[src/rtl/lif_layer_net_if.sv]
// Stimulus/config/readout bundle for the two-layer LIF network.
interface lif_layer_net_if #(
    parameter int unsigned N_IN  = 8,
    parameter int unsigned W     = 8,
    parameter int unsigned CNT_W = 16
);
    logic                 ena;
    logic [N_IN*W-1:0]    current;
    logic [W-1:0]         thr_hidden;
    logic [W-1:0]         thr_out;
    logic                 cfg_we;
    logic [3:0]           cfg_addr;
    logic [W-1:0]         cfg_data;
    logic [N_IN-1:0]      hidden_spikes;
    logic                 spike_out;
    logic [W-1:0]         state_out;
    logic [CNT_W-1:0]     spike_count;

    modport master (
        output ena, current, thr_hidden, thr_out, cfg_we, cfg_addr, cfg_data,
        input  hidden_spikes, spike_out, state_out, spike_count
    );

    modport slave (
        input  ena, current, thr_hidden, thr_out, cfg_we, cfg_addr, cfg_data,
        output hidden_spikes, spike_out, state_out, spike_count
    );
endinterface

[src/rtl/lif_layer_net.sv]
// N_IN hidden LIF neurons -> registered weighted spike sum -> one output LIF neuron
// with refractory periods, programmable thresholds/weights and a saturating spike counter.
module lif_layer_net #(
    parameter int unsigned N_IN       = 8,
    parameter int unsigned W          = 8,
    parameter int unsigned LEAK_SHIFT = 1,
    parameter int unsigned REFRAC     = 2,
    parameter int unsigned CNT_W      = 16
) (
    input  logic             clk,
    input  logic             rst_n,
    lif_layer_net_if.slave   bus
);
    localparam int unsigned RW = (REFRAC > 0) ? $clog2(REFRAC + 1) : 1;
    localparam int unsigned SW = W + $clog2(N_IN);
    localparam logic [W-1:0]  V_MAX  = '1;
    localparam logic [RW-1:0] R_LOAD = RW'(REFRAC);

    // One neuron update: leak, integrate with saturation, fire/reset, refractory hold.
    function automatic void neuron_step(
        input  logic [W-1:0]  v,
        input  logic [RW-1:0] r,
        input  logic [W-1:0]  i,
        input  logic [W-1:0]  thr,
        output logic [W-1:0]  v_n,
        output logic [RW-1:0] r_n,
        output logic          s_n
    );
        logic [W:0]   acc;
        logic [W-1:0] sat;
        acc = {1'b0, v} - ({1'b0, v} >> LEAK_SHIFT) + {1'b0, i};
        sat = acc[W] ? V_MAX : acc[W-1:0];
        v_n = sat;
        r_n = r;
        s_n = 1'b0;
        if (r != '0) begin
            v_n = '0;
            r_n = r - RW'(1);
        end else if (sat >= thr) begin
            v_n = '0;
            r_n = R_LOAD;
            s_n = 1'b1;
        end
    endfunction

    logic [W-1:0]     v_h   [N_IN];
    logic [RW-1:0]    r_h   [N_IN];
    logic [W-1:0]     v_h_d [N_IN];
    logic [RW-1:0]    r_h_d [N_IN];
    logic [W-1:0]     weight[N_IN];
    logic [N_IN-1:0]  hs_q, hs_d;
    logic [SW-1:0]    sum_q, sum_d;
    logic [W-1:0]     i_o;
    logic [W-1:0]     v_o, v_o_d;
    logic [RW-1:0]    r_o, r_o_d;
    logic             spk_q, spk_d;
    logic [CNT_W-1:0] cnt_q, cnt_d;

    // Hidden layer next state.
    always_comb begin
        hs_d = '0;
        for (int unsigned i = 0; i < N_IN; i++) begin
            v_h_d[i] = '0;
            r_h_d[i] = '0;
            neuron_step(v_h[i], r_h[i], bus.current[i*W +: W], bus.thr_hidden,
                        v_h_d[i], r_h_d[i], hs_d[i]);
        end
    end

    // Weighted sum of the registered spike vector, clamp, output neuron, counter.
    always_comb begin
        sum_d = '0;
        for (int unsigned i = 0; i < N_IN; i++) begin
            if (hs_q[i]) sum_d = sum_d + SW'(weight[i]);
        end
        i_o   = (sum_q > SW'(V_MAX)) ? V_MAX : sum_q[W-1:0];
        v_o_d = '0;
        r_o_d = '0;
        spk_d = 1'b0;
        neuron_step(v_o, r_o, i_o, bus.thr_out, v_o_d, r_o_d, spk_d);
        cnt_d = (spk_d && (cnt_q != '1)) ? cnt_q + CNT_W'(1) : cnt_q;
    end

    always_ff @(posedge clk or negedge rst_n) begin
        if (!rst_n) begin
            for (int unsigned i = 0; i < N_IN; i++) begin
                v_h[i] <= '0;
                r_h[i] <= '0;
            end
            hs_q  <= '0;
            sum_q <= '0;
            v_o   <= '0;
            r_o   <= '0;
            spk_q <= 1'b0;
            cnt_q <= '0;
        end else if (bus.ena) begin
            for (int unsigned i = 0; i < N_IN; i++) begin
                v_h[i] <= v_h_d[i];
                r_h[i] <= r_h_d[i];
            end
            hs_q  <= hs_d;
            sum_q <= sum_d;
            v_o   <= v_o_d;
            r_o   <= r_o_d;
            spk_q <= spk_d;
            cnt_q <= cnt_d;
        end
    end

    // Weight file is written independently of ena; out-of-range addresses match nothing.
    always_ff @(posedge clk or negedge rst_n) begin
        if (!rst_n) begin
            for (int unsigned i = 0; i < N_IN; i++) weight[i] <= W'(1);
        end else begin
            for (int unsigned i = 0; i < N_IN; i++) begin
                if (bus.cfg_we && (32'(bus.cfg_addr) == i)) weight[i] <= bus.cfg_data;
            end
        end
    end

    assign bus.hidden_spikes = hs_q;
    assign bus.spike_out     = spk_q;
    assign bus.state_out     = v_o;
    assign bus.spike_count   = cnt_q;
endmodule

[src/flat_wrapper.sv]
// flat-port wrapper written by rule: the top's interface ports become plain ports
module lif_layer_net_flat 
#(
    parameter int unsigned N_IN       = 8,
    parameter int unsigned W          = 8,
    parameter int unsigned LEAK_SHIFT = 1,
    parameter int unsigned REFRAC     = 2,
    parameter int unsigned CNT_W      = 16
)
  (clk, rst_n, bus_ena, bus_current, bus_thr_hidden, bus_thr_out, bus_cfg_we, bus_cfg_addr, bus_cfg_data, bus_hidden_spikes, bus_spike_out, bus_state_out, bus_spike_count);
  lif_layer_net_if #(.N_IN(N_IN), .W(W), .CNT_W(CNT_W)) bus_i ();
  input  logic clk;
  input  logic rst_n;
  input wire logic [$bits(bus_i.ena)-1:0] bus_ena;
  input wire logic [$bits(bus_i.current)-1:0] bus_current;
  input wire logic [$bits(bus_i.thr_hidden)-1:0] bus_thr_hidden;
  input wire logic [$bits(bus_i.thr_out)-1:0] bus_thr_out;
  input wire logic [$bits(bus_i.cfg_we)-1:0] bus_cfg_we;
  input wire logic [$bits(bus_i.cfg_addr)-1:0] bus_cfg_addr;
  input wire logic [$bits(bus_i.cfg_data)-1:0] bus_cfg_data;
  output wire logic [$bits(bus_i.hidden_spikes)-1:0] bus_hidden_spikes;
  output wire logic [$bits(bus_i.spike_out)-1:0] bus_spike_out;
  output wire logic [$bits(bus_i.state_out)-1:0] bus_state_out;
  output wire logic [$bits(bus_i.spike_count)-1:0] bus_spike_count;
  assign bus_i.ena = bus_ena;
  assign bus_i.current = bus_current;
  assign bus_i.thr_hidden = bus_thr_hidden;
  assign bus_i.thr_out = bus_thr_out;
  assign bus_i.cfg_we = bus_cfg_we;
  assign bus_i.cfg_addr = bus_cfg_addr;
  assign bus_i.cfg_data = bus_cfg_data;
  assign bus_hidden_spikes = bus_i.hidden_spikes;
  assign bus_spike_out = bus_i.spike_out;
  assign bus_state_out = bus_i.state_out;
  assign bus_spike_count = bus_i.spike_count;
  lif_layer_net #(.N_IN(N_IN), .W(W), .LEAK_SHIFT(LEAK_SHIFT), .REFRAC(REFRAC), .CNT_W(CNT_W)) u_core (.clk(clk), .rst_n(rst_n), .bus(bus_i));
endmodule
[config.mk]
export PLATFORM = sky130hd
export DESIGN_NAME = lif_layer_net_flat
export DESIGN_NICKNAME = d
export VERILOG_FILES = /design/src/rtl/lif_layer_net_if.sv /design/src/rtl/lif_layer_net.sv /design/src/flat_wrapper.sv
export SDC_FILE = /design/constraint.sdc
export NUM_CORES = 1
export LEC_CHECK = 0
export CAP_MARGIN = 25
export CORE_ASPECT_RATIO = 1.5
export CORE_MARGIN = 2
export CORE_UTILIZATION = 38
export CTS_CLUSTER_DIAMETER = 80
export DETAILED_ROUTE_END_ITERATION = 16
export HOLD_SLACK_MARGIN = 0.03
export MAX_ROUTING_LAYER = met4
export PLACE_DENSITY_LB_ADDON = 0.12
export SLEW_MARGIN = 20
export SYNTH_ARGS = -nofsm -noshare
export SYNTH_HDL_FRONTEND = slang
export SYNTH_SLANG_ARGS = --single-unit
[constraint.sdc]
create_clock -name clk -period 11.3 [get_ports clk]
set_input_delay 3.39 -clock clk [delete_from_list [all_inputs] [get_ports clk]]
set_output_delay 3.39 -clock clk [all_outputs]
set_load 0.03 [all_outputs]
* After elaboration in Yosys (flattened, before gate mapping)
Cells that the tools add are included.
** Cells by class
- Add/sub/neg operators :: 35
- Multiply operators :: 0
- Div/mod/pow operators :: 0
- Magnitude comparators :: 10
- Eq/ne operators :: 8
- Shift operators :: 0
- Mux-type cells :: 72
- Bitwise logic cells :: 0
- Reduce and logical (&&, ||, !) cells :: 38
** Operators with widths (count)
- two-way mux 8 bit :: 29
- adder 9 x 8 -> 9 bit :: 9
- subtractor 8 x 7 -> 9 bit :: 9
- two-way mux 11 bit :: 7
- greater-or-equal comparator 8 bit :: 9
- adder 11 x 8 -> 11 bit :: 6
- two-way mux 2 bit :: 18
- nonzero test 2 bit :: 18
- AND reduction 2 bit :: 10
- two-way mux 1 bit :: 18
- subtractor 2 x 1 -> 2 bit, second input constant :: 9
- adder 16 x 1 -> 16 bit, second input constant :: 1
- equality test 4 x 3 -> 1 bit, second input constant :: 4
- inequality test 16 bit, second input constant :: 1
- greater-than comparator 11 x 8 -> 1 bit, second input constant :: 1
- adder 8 x 8 -> 9 bit :: 1
- logical AND 1 bit :: 9
- equality test 4 x 2 -> 1 bit, second input constant :: 2
- equality test 4 x 1 -> 1 bit, second input constant :: 1
- zero test 4 bit :: 1
** Storage, ports and cells
- Register bits :: 190
- Bits in latches :: 0
- Memory bits (writable) :: 0
- Bits in read-only memories :: 0
- Input port bits :: 96
- Output and inout port bits :: 33
- Logic and storage cells :: 193
- Memories :: 0

* Depth between registers and ports, before layout
Gate-level depths: netlist of the first run.
- Depth in word-level cells :: 15
- Depth in mapped cells :: 46
- Gate-level depth less buffers :: 45

* Worst setup path before layout of the first run
No wires, ideal clock.
- Kind :: reg-to-reg
- Start point :: register u_core.hs_q[0] (netlist: u_core.bus.hidden_spikes[0])
- End point :: register u_core.sum_q[10]
- Library setup time :: 0.132 ns
- Arrival :: 8.199 ns
- Required time :: 11.168 ns
- Setup slack :: 2.970 ns
- Stages on the path, launching flop included :: 42
- Path buffers :: 1
- Period minus slack after synthesis :: 8.330 ns
- Path through :: dfrtp_1 clkbuf_1 and2_1 ha_1 inv_1 fa_1 mux2i_1 ha_1 a21o_1 a21oi_1 xnor2_1 mux2_2 ha_1 o21ai_0 nor2_1 o21ai_0 o21a_1 ha_1 (+6 left out) o21a_1 or2_2 xor2_1 mux2_2 ha_1 o21ai_1 nand2b_1 a211oi_1 nor2_1 mux2_2 ha_1 nor2b_1 o21a_1 o21ai_0 nor3_1 mux2_4 o211ai_1 or3b_1
** Between the ends
- Longest elaborated chain between the ends :: 15
** RTL lines
- start: declaration :: RTL line lif_layer_net.sv:51 : logic [N_IN-1:0] hs_q, hs_d;
- start signal: assignment :: RTL line lif_layer_net.sv:101 : hs_q <= hs_d;
- two-way mux 8 bit (*) :: RTL line lif_layer_net.sv:74 : if (hs_q[i]) sum_d = sum_d + SW'(weight[i]);
- adder 8 x 8 -> 9 bit :: RTL line lif_layer_net.sv:74
- two-way mux 11 bit (*) :: RTL line lif_layer_net.sv:74
- adder 11 x 8 -> 11 bit :: RTL line lif_layer_net.sv:74
- two-way mux 11 bit (*) :: RTL line lif_layer_net.sv:74
- adder 11 x 8 -> 11 bit :: RTL line lif_layer_net.sv:74
- two-way mux 11 bit (*) :: RTL line lif_layer_net.sv:74
- adder 11 x 8 -> 11 bit :: RTL line lif_layer_net.sv:74
- two-way mux 11 bit (*) :: RTL line lif_layer_net.sv:74
- adder 11 x 8 -> 11 bit :: RTL line lif_layer_net.sv:74
- two-way mux 11 bit (*) :: RTL line lif_layer_net.sv:74
- adder 11 x 8 -> 11 bit :: RTL line lif_layer_net.sv:74
- two-way mux 11 bit (*) :: RTL line lif_layer_net.sv:74
- adder 11 x 8 -> 11 bit :: RTL line lif_layer_net.sv:74
- two-way mux 11 bit (*) :: RTL line lif_layer_net.sv:74
- end signal: assignment :: RTL line lif_layer_net.sv:102 : sum_q <= sum_d;
- end: declaration :: RTL line lif_layer_net.sv:52 : logic [SW-1:0] sum_q, sum_d;
Every way passes the cells marked *; elsewhere a longest branch is shown, timed or not.
A chain may end at the register's enable or synchronous reset.

* Final worst setup path of the first run
Ends and elaborated chain as after synthesis.

==> results of run 1 <==
cell usage in the layout, fill, tap and decap left out, types with 20 or more instances in the layout:
| cell | instances |
|---|---|
| o21ai_0 | 141 |
| nand3_1 | 67 |
| mux2_2 | 92 |
| ha_1 | 237 |
| fa_1 | 70 |
| nand2_1 | 102 |
| dfrtp_1 | 182 |
| nand2b_1 | 42 |
| a21o_1 | 93 |
| a21oi_1 | 84 |
| xnor2_1 | 74 |
| o21bai_1 | 20 |
| nor2b_1 | 35 |
| inv_1 | 362 |
| clkdlybuf4s50_1 | 126 |
| nor2_1 | 63 |
flip-flops by register name (all words and copies together) (netlist names):
name                      flops
u_core.bus.hidden_spikes      8
u_core.bus.spike_count       16
u_core.bus.spike_out          1
u_core.bus.state_out          8
u_core.r_h                   16
u_core.r_o                    2
u_core.sum_q                 11
u_core.v_h                   64
u_core.weight                64
worst max-delay path, delay by kind of cell, from the launching register on:
| kind | cells | cell delay (ns) |
|---|---|---|
| compound gates | 16 | 2.95 |
| flops | 1 | 0.59 |
| buf+inv | 2 | 0.15 |
| fa+ha+maj | 8 | 2.43 |
| simple gates | 7 | 1.44 |
| mux | 4 | 1.13 |
| xor+xnor | 3 | 0.37 |
where the power goes:
group	leakage, uW	switching (uW)	internal [uW]
logic	0.00715	1900	1660
clock network	0.000306	326	342
registers	0.00243	132	861
worst paths after layout:
check | start | to | slack (ns) | cells past startpoint
max in group asynchronous | rst_n | u_core.weight[0] | 6.44 | 4
max | u_core.bus.hidden_spikes[0] | u_core.sum_q[10] | 2.12 | 40
min in group asynchronous | rst_n | u_core.v_h[46] | 2.90 | 1
min | u_core.bus.spike_count[9] | u_core.bus.spike_count[9] | 0.50 | 1
max reg2reg | u_core.bus.hidden_spikes[0] | u_core.sum_q[10] | 2.12 | 40
min reg2reg | u_core.bus.spike_count[9] | u_core.bus.spike_count[9] | 0.50 | 1
metal layers:
layer | GRT usage | vias up | routed length (um)
met1 | 0.2002 | 6359 | 16650
met5 | - | - | 0
met2 | 0.3459 | 101 | 22400
li1 | - | 6648 | -
met3 | 0.01909 | 21 | 745
met4 | 0.03955 | 0 | 453
cells in the mapped netlist, types with 19 or more instances:
cell type / n
xnor2_1: 74
clkbuf_1: 34
fa_1: 70
mux2_2: 92
a21o_1: 93
nand2_1: 102
dfrtp_1: 182
ha_1: 237
xor2_1: 19
nor2_1: 63
o21ai_0: 141
nand2b_1: 42
o21bai_1: 20
nor2b_1: 35
inv_1: 362
a21oi_1: 84
nand3_1: 67
per-stage QoR:
step	hold WS [ns]	total power (uW)
floorplan	0.4713	3830
global placement	0.4865	4520
detailed placement	0.4814	4603
CTS	0.4970	5309
global route	0.5304	5855
finish	0.4961	5219
final cells by class:
type | count | share of cell area
Clock inverter | 14 | 0.009866
Tap cell | 588 | 0.03672
Timing Repair Buffer | 136 | 0.06875
Inverter | 364 | 0.06819
Clock buffer | 18 | 0.02142
Multi-Input combinational cell | 1328 | 0.5573
Sequential cell | 190 | 0.2378
cells by family after synthesis:
family          Yosys count
buf+inv                 404
compound gates          428
mux                     112
xor+xnor                 96
fa+ha+maj               307
simple gates            385
flops                   190
==> flow_metrics.py, run 1 <==
metrics = {
    "global_routing": {
        "antenna_found_initial": 0,
        "grt_pass1_wl_um": 66770,
        "grt_max_degree": 108,
        "grt_pass1_vias": 13730,
        "grt-ovfl-total": 0,
        "groute.usage.overall": 0.1816,
    },
    "final_layout": {
        "diodes": 0,
        "fillCellCount": 4545,
        "fin_cells": 2638,
        "nNetsFinal": 2440,
        "multi_input_area_um2": 11170,
        "synthToLayoutAreaGrowth_pct": 14.87,
        "final_cell_area_um2": 20040,
        "layout-drive-gt1-share": 0.08341,
        "utilization": 0.4402,
        "regArea_um2": 4765,
    },
    "synth": {
        "synthesis.nets": 2325,
        "synthCells": 1922,
        "ys_seq_area_frac": 0.2731,
        "synth_top_family_by_area": "adder cells",
        "ys_ff_latch": 190,
        "synthAdderAreaFrac": 0.2503,
        "synth_edf_count": 0,
        "ys_types": 67,
        "yosysTopAreaCellShare": 0.2611,
        "async_flop_share": 1.000,
        "yosys_warnings": 0,
        "synth-compound-area-share": 0.1554,
        "avgSynthCellArea_um2": 9.076,
        "synth-simple-area-share": 0.1115,
        "syn_area_um2": 17440,
        "synthMuxAreaShare": 0.07259,
        "synth_xor_area_frac": 0.05014,
        "synthFlopType": "dfrtp_1",
        "yosys.area.top_type": "dfrtp_1",
        "synth.top_cells.by_area": "dfrtp_1 26%, ha_1 17%, fa_1 8.0%",
    },
    "route": {
        "drc_errors": 0,
        "ant_nets": 0,
        "first_pass_iters": 5,
        "avgRoutedWirePerCell_um": 15.26,
        "vias": 13130,
        "wirelength_um": 40250,
        "first_iter_violations": 368,
        "post_drt_via_cell_ratio": 4.977,
    },
    "clocking": {
        "cts.sinks": 190,
        "cts_buffers": 17,
        "postCtsSetupRepairBufs": 0,
        "cts_tree": "built",
        "clk_pin_slew_ns": 0.09,
        "cts_buffer_depth": 2,
        "clock-root-buffer": "clkbuf_16",
        "cts.hold.buffers_added": 0,
        "cts-resized-gates": 0,
        "htreeDepth": 4,
        "clock_latency_ns": 0.46,
    },
    "critical_path": {
        "critPathSlowestCell": "dfrtp_1",
        "start_kind": "register",
        "cp.required_ns": 11.63,
        "slowest_delay_ns": 0.59,
        "endpoint_kind": "register",
        "critPathMaxFanout": 10,
        "path_class": "reg -> reg",
        "cp.arrival_ns": 9.51,
    },
    "floorplan": {
        "start_util": 0.3832,
        "row_count": 96,
        "die_area_um2": 47670,
        "die_w_um": 178.9,
        "die_h_um": 266.4,
        "coreArea_um2": 45520,
        "pin_count": 129,
    },
    "hold_path": {
        "worstHoldPathType": "reg -> reg",
    },
    "sta": {
        "finalHoldViolations": 0,
        "period_share": 0.8121,
        "clock_skew_ns": 0.01514,
        "slew_headroom": 0.3806,
        "post-route-min-period_ns": 9.176,
        "max_freq_mhz": 109.0,
        "worst_pin_slew_ns": 0.9257,
        "rsz0062_at_grt": "no",
        "setup_tns_ns": 0,
        "layout_setup_ws_ns": 2.124,
        "setup_viol_count_final": 0,
        "slew_violations": 0,
    },
    "job": {
        "max_cap_violations": 0,
    },
    "place": {
        "place_congestion": 0.7969,
        "place_ws_ns": 1.903,
        "placedCellCount": 2603,
        "port_buffers": 128,
        "dpl.hpwl_um": 31640,
        "post_dp_cell_area_um2": 19350,
    },
    "pwr": {
        "power_density_nw_per_um2": 260.5,
        "ir_drop_mv": 0.1158,
        "leakage_uw": 0.009887,
    },
    "outcome": {
        "status": "completed",
    },
}
No activity file was read; power rests on OpenSTA's default activity.
==> run 2: changes to the inputs <==
==> constraint.sdc (replaced) <==
create_clock -name clk -period 8.35 [get_ports clk]
set_input_delay 2.505 -clock clk [delete_from_list [all_inputs] [get_ports clk]]
set_output_delay 2.505 -clock clk [all_outputs]
set_load 0.03 [all_outputs]
==> run 2 against run 1 <==
Wire length rose by 3.0%. Register-to-register slack got worse by 1.8 ns. Setup slack got worse by 1.8 ns. Largest cell class unchanged. Largest power group unchanged. Power is 51% higher. Critical path type unchanged.
==> flow_metrics.py, run 2 (synthesis gave the netlist of run 1 again) <==
metrics = {
    "outcome": {
        "status": "completed",
    },
    "final_layout": {
        "final_cell_area_um2": 21120,
        "diodes": 0,
        "regArea_um2": 4765,
        "multi_input_area_um2": 11750,
        "layout-drive-gt1-share": 0.1535,
        "synthToLayoutAreaGrowth_pct": 21.07,
        "fin_cells": 2712,
        "utilization": 0.4639,
        "nNetsFinal": 2514,
        "fillCellCount": 4424,
        "reg_top3": "u_core.v_h: 64 flops, u_core.weight: 64 flops",
        "final_cell_mix": "359 x inv_1, 214 x ha_1, 182 x dfrtp_1",
        "final_common_cell": "inv_1",
    },
    "clocking": {
        "clk_pin_slew_ns": 0.08,
        "cts.hold.buffers_added": 0,
        "htreeDepth": 4,
        "cts_buffers": 17,
        "cts_tree": "built",
        "cts_buffer_depth": 2,
        "clock-root-buffer": "clkbuf_16",
        "cts.sinks": 190,
        "clock_latency_ns": 0.46,
    },
    "floorplan": {
        "coreArea_um2": 45520,
        "die_w_um": 178.9,
        "die_h_um": 266.4,
        "pin_count": 129,
        "start_util": 0.3832,
        "row_count": 96,
        "die_area_um2": 47670,
    },
    "route": {
        "wirelength_um": 41450,
        "post_drt_via_cell_ratio": 5.018,
        "first_iter_violations": 446,
        "ant_nets": 0,
        "vias": 13610,
        "avgRoutedWirePerCell_um": 15.28,
        "first_pass_iters": 4,
        "drc_errors": 0,
    },
    "pwr": {
        "power_density_nw_per_um2": 372.6,
        "ir_drop_mv": 0.1753,
        "leakage_uw": 0.01027,
    },
    "critical_path": {
        "critPathMaxFanout": 4,
        "cp.required_ns": 8.68,
        "worstRegToRegCells": 37,
        "worstReg2RegEnd": "u_core.sum_q[10]",
        "critPathSlowestCell": "fa_2",
        "path_class": "reg -> reg",
        "cp.arrival_ns": 8.40,
        "slowest_delay_ns": 0.58,
        "reg2reg_from": "u_core.weight[56]",
        "start_kind": "register",
        "endpoint_kind": "register",
        "r2r_slack_ns": 0.28,
    },
    "sta": {
        "slew_violations": 0,
        "finalHoldViolations": 0,
        "slew_headroom": 0.3462,
        "post-route-min-period_ns": 8.066,
        "worst_pin_slew_ns": 0.9771,
        "setup_viol_count_final": 0,
        "rsz0062_at_grt": "yes",
        "period_share": 0.9660,
        "clock_skew_ns": 0.01283,
        "max_freq_mhz": 124.0,
    },
    "global_routing": {
        "grt_pass1_wl_um": 68510,
        "grt_use_met3": 0.01880,
        "grt_pass1_vias": 14310,
        "antenna_found_initial": 0,
        "met2_usage": 0.3455,
        "grt-ovfl-total": 0,
        "groute.usage.overall": 0.1849,
        "grt_busiest_layer": "met2",
        "use_met1": 0.2039,
        "grt_max_degree": 98,
    },
    "place": {
        "port_buffers": 128,
        "dpl.hpwl_um": 31750,
        "placedCellCount": 2649,
        "post_dp_cell_area_um2": 19700,
        "place_congestion": 0.8238,
    },
    "hold_path": {
        "hp-start": "u_core.bus.spike_count[6]",
        "holdPathStages": 1,
        "worstHoldPathType": "reg -> reg",
        "min_to": "u_core.bus.spike_count[6]",
    },
    "job": {
        "max_cap_violations": 0,
    },
}
## run 2: changes by cell type in the layout (fill, tap and decap cells not counted), moves of 7 or more
cell,delta
o21ai_2,+7
a211oi_2,+7
a21oi_2,+13
buf_4,+73
a211oi_1,-7
ha_1,-23
o21ai_0,-16
a21oi_1,-15
ha_4,+22
o21ai_1,+8
## run 2: how the worst max path moves through the flow
stage / slack [ns] / cells after the start / end / from
floorplan: 0.02 / 41 / u_core.sum_q[10] / u_core.bus.hidden_spikes[0]
global placement: 0.05 / 41 / u_core.sum_q[10] / u_core.weight[56]
detailed placement: -0.24 / 41 / u_core.sum_q[10] / u_core.weight[56]
CTS: 0.003 / 40 / u_core.sum_q[10] / u_core.weight[56]
global route: -0.12 / 42 / u_core.sum_q[10] / u_core.weight[56]
finish: 0.28 / 37 / u_core.sum_q[10] / u_core.weight[56]
## run 2: layout make-up
| cell class | instances | share of cell area |
|---|---|---|
| repair buffers | 210 | 0.09059 |
| multi-input cells | 1328 | 0.5561 |
| inverters | 364 | 0.06470 |
| clock buffers | 17 | 0.02014 |
| clock inverters | 15 | 0.007998 |
| flip-flops and latches | 190 | 0.2256 |
| well taps | 588 | 0.03484 |
## run 2: worst max-delay path, delay by kind of cell (launching register included)
family | cells | cell delay (ns)
fa+ha+maj | 8 | 2.93
compound gates | 9 | 1.36
simple gates | 7 | 1.15
mux | 5 | 0.95
flops | 1 | 0.54
buf+inv | 5 | 0.53
xor+xnor | 3 | 0.45
## run 2: what timing repair did
item | in CTS | in global routing
gates cloned | 0 | 0
resized for setup | 25 | 88
endpoints found under the setup margin | 2 | 4
pin swaps | 5 | 41
buffers inserted | 12 | 17
## run 2: layer usage
| layer | up-vias | share of wire |
|---|---|---|
| li1 | 6783 | - |
| met4 | 0 | 0.023 |
| met5 | - | 0 |
| met3 | 60 | 0.018 |
| met1 | 6623 | 0.41 |
| met2 | 144 | 0.55 |
## run 2: stage by stage
step | TNS, ns | power, uW | hold WS (ns) | worst slack (ns)
3_5_place_dp | -0.2412 | 6489 | 0.4861 | -0.2412
3_3_place_gp | 0 | 6366 | 0.4852 | 0.05049
4_1_cts | 0 | 7547 | 0.5029 | 0.003124
5_1_grt | -0.1629 | 8775 | 0.5174 | -0.1182
2_1_floorplan | 0 | 5184 | 0.4713 | 0.01961
6_report | 0 | 7869 | 0.4944 | 0.2838
## run 2: report_power, final
group          leakage [uW]  internal, uW  switching (uW)
logic               0.00754          2810            2850
clock network      0.000296           430             433
registers           0.00243          1170             186
==> run 3: changes to the inputs <==
--- a/config.mk
+++ b/config.mk
@@ -7,7 +7,6 @@
 export LEC_CHECK = 0
 export CAP_MARGIN = 25
 export CORE_ASPECT_RATIO = 1.5
-export CORE_MARGIN = 2
 export CORE_UTILIZATION = 38
 export CTS_CLUSTER_DIAMETER = 80
 export DETAILED_ROUTE_END_ITERATION = 16
==> run 3 against run 2 <==
Sequential power barely moved. Clock-buffer cell count is 1 higher. Cell count fell by 0.88%. Critical path depth up 2. Combinational power fell by 3%. Sequential share of layout area rose by 0.23 points. Wire length fell by 0.58%. Fmax grew 0.34%. Setup slack improved by 0.028 ns. Non-clock buffer count is 18 lower. Die area decreased by 1.9%. Critical path type unchanged. Largest power group unchanged.
==> flow_metrics.py, run 3 (synthesis gave the netlist of run 1 again) <==
metrics = {
    "critical_path": {
        "crit_top_cell": "fa_2",
        "cp.required_ns": 8.68,
        "critPathMaxFanout": 4,
        "reg2reg_from": "u_core.weight[56]",
        "worstRegToRegCells": 39,
        "endpoint_kind": "register",
        "slowest_delay_ns": 0.58,
        "path_class": "reg -> reg",
        "critPathCapture": "u_core.sum_q[10]",
        "r2r_slack_ns": 0.31,
        "start_kind": "register",
        "worstReg2RegEnd": "u_core.sum_q[10]",
        "worstSetupStartpoint": "u_core.weight[56]",
        "critPathSlowestCell": "fa_2",
        "cp.arrival_ns": 8.37,
    },
    "route": {
        "avgRoutedWirePerCell_um": 15.33,
        "drc_errors": 0,
        "vias": 13430,
        "first_iter_violations": 458,
        "wirelength_um": 41210,
        "first_pass_iters": 7,
        "post_drt_via_cell_ratio": 4.995,
        "ant_nets": 0,
    },
    "sta": {
        "setup_viol_count_final": 0,
        "slew_violations": 0,
        "rsz0062_at_grt": "yes",
        "period_share": 0.9627,
        "finalHoldViolations": 0,
        "clock_skew_ns": 0.01380,
        "timing.hold.ws_ns": 0.5093,
        "slew_headroom": 0.3108,
        "layout_setup_ws_ns": 0.3115,
        "worst_pin_slew_ns": 1.030,
        "max_freq_mhz": 124.4,
        "post-route-min-period_ns": 8.039,
    },
    "clocking": {
        "clock_latency_ns": 0.46,
        "cts.sinks": 190,
        "clock-root-buffer": "clkbuf_16",
        "clk_pin_slew_ns": 0.09,
        "cts_tree": "built",
        "htreeDepth": 4,
        "cts_buffer_depth": 2,
        "cts_buffers": 17,
    },
    "outcome": {
        "status": "completed",
    },
    "final_layout": {
        "fin_cells": 2688,
        "nNetsFinal": 2496,
        "final_cell_mix": "360 x inv_1, 214 x ha_1, 182 x dfrtp_1",
        "diodes": 0,
        "final_common_cell": "inv_1",
        "layout-drive-gt1-share": 0.1429,
        "reg_top3": "u_core.v_h: 64 flops, u_core.weight: 64 flops",
        "fillCellCount": 4438,
        "utilization": 0.4641,
        "synthToLayoutAreaGrowth_pct": 19.85,
    },
    "floorplan": {
        "die_w_um": 176.9,
        "die_area_um2": 46780,
        "die_h_um": 264.4,
        "pin_count": 129,
        "start_util": 0.3872,
        "coreArea_um2": 45050,
        "row_count": 95,
    },
    "global_routing": {
        "grt_pass1_vias": 14130,
        "grt-ovfl-total": 0,
        "grt_pass1_wl_um": 68320,
        "grt_max_degree": 96,
        "groute.usage.overall": 0.1890,
        "antenna_found_initial": 0,
    },
    "place": {
        "dpl.hpwl_um": 31660,
        "place_ws_ns": -0.1836,
        "port_buffers": 128,
        "placedCellCount": 2638,
        "place_congestion": 0.8147,
    },
    "hold_path": {
        "worstHoldPathType": "reg -> reg",
    },
    "pwr": {
        "leakage_uw": 0.01016,
        "ir_drop_mv": 0.1693,
        "power_density_nw_per_um2": 366.6,
    },
    "job": {
        "max_cap_violations": 0,
    },
}
## run 3: metrics by stage
step	area, um2	setup TNS [ns]	total power (uW)
floorplan	17440	0	5184
global placement	19650	0	6354
detailed placement	19650	-0.2136	6465
CTS	20300	0	7397
global route	20910	-0.1048	8562
finish	20910	0	7665
## run 3: cell type report
type                       instances  area [um2]  area share
clock buffer                      18       429.2     0.02053
clock inverter                    14       146.4    0.007002
inverter                         364        1366     0.06535
multi-input combinational       1328       11720      0.5603
sequential                       190        4765      0.2279
tap                              582       728.2     0.03483
timing repair buffer             192        1758     0.08408
## run 3: power by group
part / switching [uW] / leakage, uW / internal, uW
clock network: 438 / 0.000280 / 401
registers: 187 / 0.00243 / 1170
logic: 2780 / 0.00745 / 2690
total: 3410 / 0.0102 / 4260
## run 3: per-layer routing
metal | part of all wire | track usage | up-vias
met5 | 0 | - | -
met1 | 0.41 | 0.2047 | 6509
li1 | - | - | 6754
met4 | 0.020 | 0.05545 | 0
met3 | 0.016 | 0.01922 | 38
met2 | 0.55 | 0.3561 | 126
## run 3: how the worst min path moves through the flow
| stage | cells past startpoint | from | slack (ns) | endpoint |
|---|---|---|---|---|
| floorplan | 1 | u_core.weight[58] | 0.47 | u_core.weight[58] |
| global placement | 1 | u_core.r_h[14] | 0.49 | u_core.r_h[14] |
| detailed placement | 1 | u_core.weight[59] | 0.49 | u_core.weight[59] |
| CTS | 1 | u_core.bus.spike_count[15] | 0.51 | u_core.bus.spike_count[15] |
| global route | 1 | u_core.r_h[14] | 0.53 | u_core.r_h[14] |
| finish | 1 | u_core.bus.spike_count[9] | 0.51 | u_core.bus.spike_count[9] |
## run 3: repair_timing
item,in CTS,in global routing
cloned,0,0
hold buffers,0,0
setup buffers,4,13
pin swaps,3,29
endpoints found under the setup margin,2,4
resized for setup,10,89
## run 3: critical path, delay by kind of cell, from the launching register on
family	cells	cell delay (ns)
buffers and inverters	5	0.53
AOI/OAI and AO/OA	13	2.03
DFF	1	0.54
and+or+nand+nor	7	0.88
muxes	4	0.59
adders and majority gates	8	3.07
xor gates and xnor gates	2	0.27
==> edit (settings of run 3) <==
`CNT_W` is set to 16 in 3 places; all go to 14.
--- a/src/rtl/lif_layer_net_if.sv
+++ b/src/rtl/lif_layer_net_if.sv
@@ -3,5 +3,5 @@
     parameter int unsigned N_IN  = 8,
     parameter int unsigned W     = 8,
-    parameter int unsigned CNT_W = 16
+    parameter int unsigned CNT_W = 14
 );
     logic                 ena;
--- a/src/rtl/lif_layer_net.sv
+++ b/src/rtl/lif_layer_net.sv
@@ -6,5 +6,5 @@
     parameter int unsigned LEAK_SHIFT = 1,
     parameter int unsigned REFRAC     = 2,
-    parameter int unsigned CNT_W      = 16
+    parameter int unsigned CNT_W      = 14
 ) (
     input  logic             clk,
--- a/src/flat_wrapper.sv
+++ b/src/flat_wrapper.sv
@@ -6,5 +6,5 @@
     parameter int unsigned LEAK_SHIFT = 1,
     parameter int unsigned REFRAC     = 2,
-    parameter int unsigned CNT_W      = 16
+    parameter int unsigned CNT_W      = 14
 )
   (clk, rst_n, bus_ena, bus_current, bus_thr_hidden, bus_thr_out, bus_cfg_we, bus_cfg_addr, bus_cfg_data, bus_hidden_spikes, bus_spike_out, bus_state_out, bus_spike_count);
Interface: changed (resized bus_spike_count); port bits go from 129 to 127. The function was not compared with the original's and may differ.
==> edit against run 3 <==
Wire length increased by 4.3%; clock power is 0.6% higher; worst setup slack gained 50 ps; count of clock-buffer cells in the layout stayed put; design area about the same; total power grew 17%; synthesized area is 2.2% higher; sequential cell count down 2; synthesized cell count rose by 2.2%; worst hold slack lost 13 ps; via count up 3.4%.
==> edit: results (changes against run 3) <==
status finished, final reports clean; Root Buffer clkbuf_16; cts repair resizes 2 (-8); crit-path max cell delay 530 ps (-50 ps); share of cells above drive strength 1 0.1203 (-0.02264); largest net degree at the start of global routing 78 (-19%); Setup Buffers After CTS 5 (+1); Synth warnings 0 (unchanged); routed vias/inst 5.129 (+2.7%); Mapped Nets 2367 (+1.8%); WP data arrival 8330 ps (-40 ps); PortBufs 126 (-1.6%); Comb power 0.00674 W (+23%); top sig layer met4; most frequent cells after synthesis inv_1 (377), ha_1 (237), dfrtp_1 (180); met1 usage 0.2153 (+0.01053); Pleak 10.27 nW (+1.1%); placed cell areas 0.01983 sq mm (+0.89%); vias in the first global route 14.31k (+1.3%); dpl hpwl 32990 microns (+4.2%); number of DRC markers in iteration 0 546 (+19%); maximum vdd drop 0.0002184 V (+29%); placed insts 2661 (+0.87%); Slowest cell on crit path dfstp_2; grt met2 use 0.3534 (-0.002664); Clock power frac 0.094 (-0.015); Switching Share 0.4763 (+0.03152); mean post-synth cell area 9.076 sq um (about the same); clock skew 11.24 ps (-2.559 ps); pre-CTS WS -130.8 ps (+52.78 ps); sequential element share of the synthesized area 0.2645 (-0.008655); Pre-Repair DR Iteration Count 5 (-2); Design Power 0.009003 W (+17%); wire length on met1 18290 microns (+7.4%); NumNets Final 2510 (+0.56%); Post-Route WL 42980 microns (+4.3%); wire per inst 15.87 microns (+3.5%); Netlist cell types 74 (+10%); filler instances 4522 (+1.9%); global-route wire length before repair 69880 microns (+2.3%); Largest regs u_core.v_h x64, u_core.weight x64, u_core.r_h x16; met3 GRT Util 0.01902 (-0.0001965); DR WL met3 804 microns (+19%); hold_sp u_core.bus.spike_count[5]; crit-path max FO 6 (+2); GPL Wtd Cong 0.8143 (about the same); clk_lat worst skew 460 ps (about the same); GR Util All Layers 0.1910 (+0.002089); Slew HR 0.3151 (+0.004242); Clock H-tree levels 4 (unchanged)
## edit: cell count changes in the layout (fill, tap and decap cells not counted), moves of 9 or more
cell / delta
nor2_1: -12
inv_1: +17
a22o_1: +64
o21ai_0: -63
xor2_1: +17
nand2_1: +17
buf_4: -24
mux2i_1: -9
ha_4: -10
nor3_1: +10
nor2b_1: -20
a21oi_1: +69
nand3_1: -45
## edit: worst max-delay path, delay by kind of cell (launching register included)
family,cells,cell delay [ps]
AO/OA/AOI/OAI,13,2390
XOR/XNOR,4,470
adder cells (fa/ha/maj),8,2620
buffers and inverters,3,240
flip-flops,1,530
multiplexers,3,720
AND/OR/NAND/NOR,9,900
## edit: final timing paths
kind | to | slack (ps) | cells past startpoint
setup / recovery | u_core.sum_q[9] | 360 | 40
hold / removal | u_core.bus.spike_count[5] | 500 | 1
setup reg to reg | u_core.sum_q[9] | 360 | 40
hold reg to reg | u_core.bus.spike_count[5] | 500 | 1
max in group asynchronous | u_core.v_h[15] | 5100 | 2
min in group asynchronous | u_core.weight[50] | 2050 | 1
## edit: logic make-up (layout without fill, tap and decap cells)
kind of cell	count (synthesis)	after routing	synth area share
AOI/OAI and AO/OA	516	516	0.1948
xor gates and xnor gates	104	104	0.05299
adders and majority gates	307	307	0.2450
buffers and inverters	424	580	0.09111
DFF	188	188	0.2645
muxes	94	94	0.05903
and+or+nand+nor	331	331	0.09258
## edit: cell type report
| type | instances | area (sq um) | area share |
|---|---|---|---|
| Clock buffer | 18 | 439.2 | 0.02099 |
| Inverter | 382 | 1436 | 0.06865 |
| Tap cell | 588 | 735.7 | 0.03516 |
| Timing Repair Buffer | 166 | 1573 | 0.07517 |
| Clock inverter | 14 | 151.4 | 0.007236 |
| Multi-Input combinational cell | 1352 | 11870 | 0.5675 |
| Sequential cell | 188 | 4715 | 0.2253 |
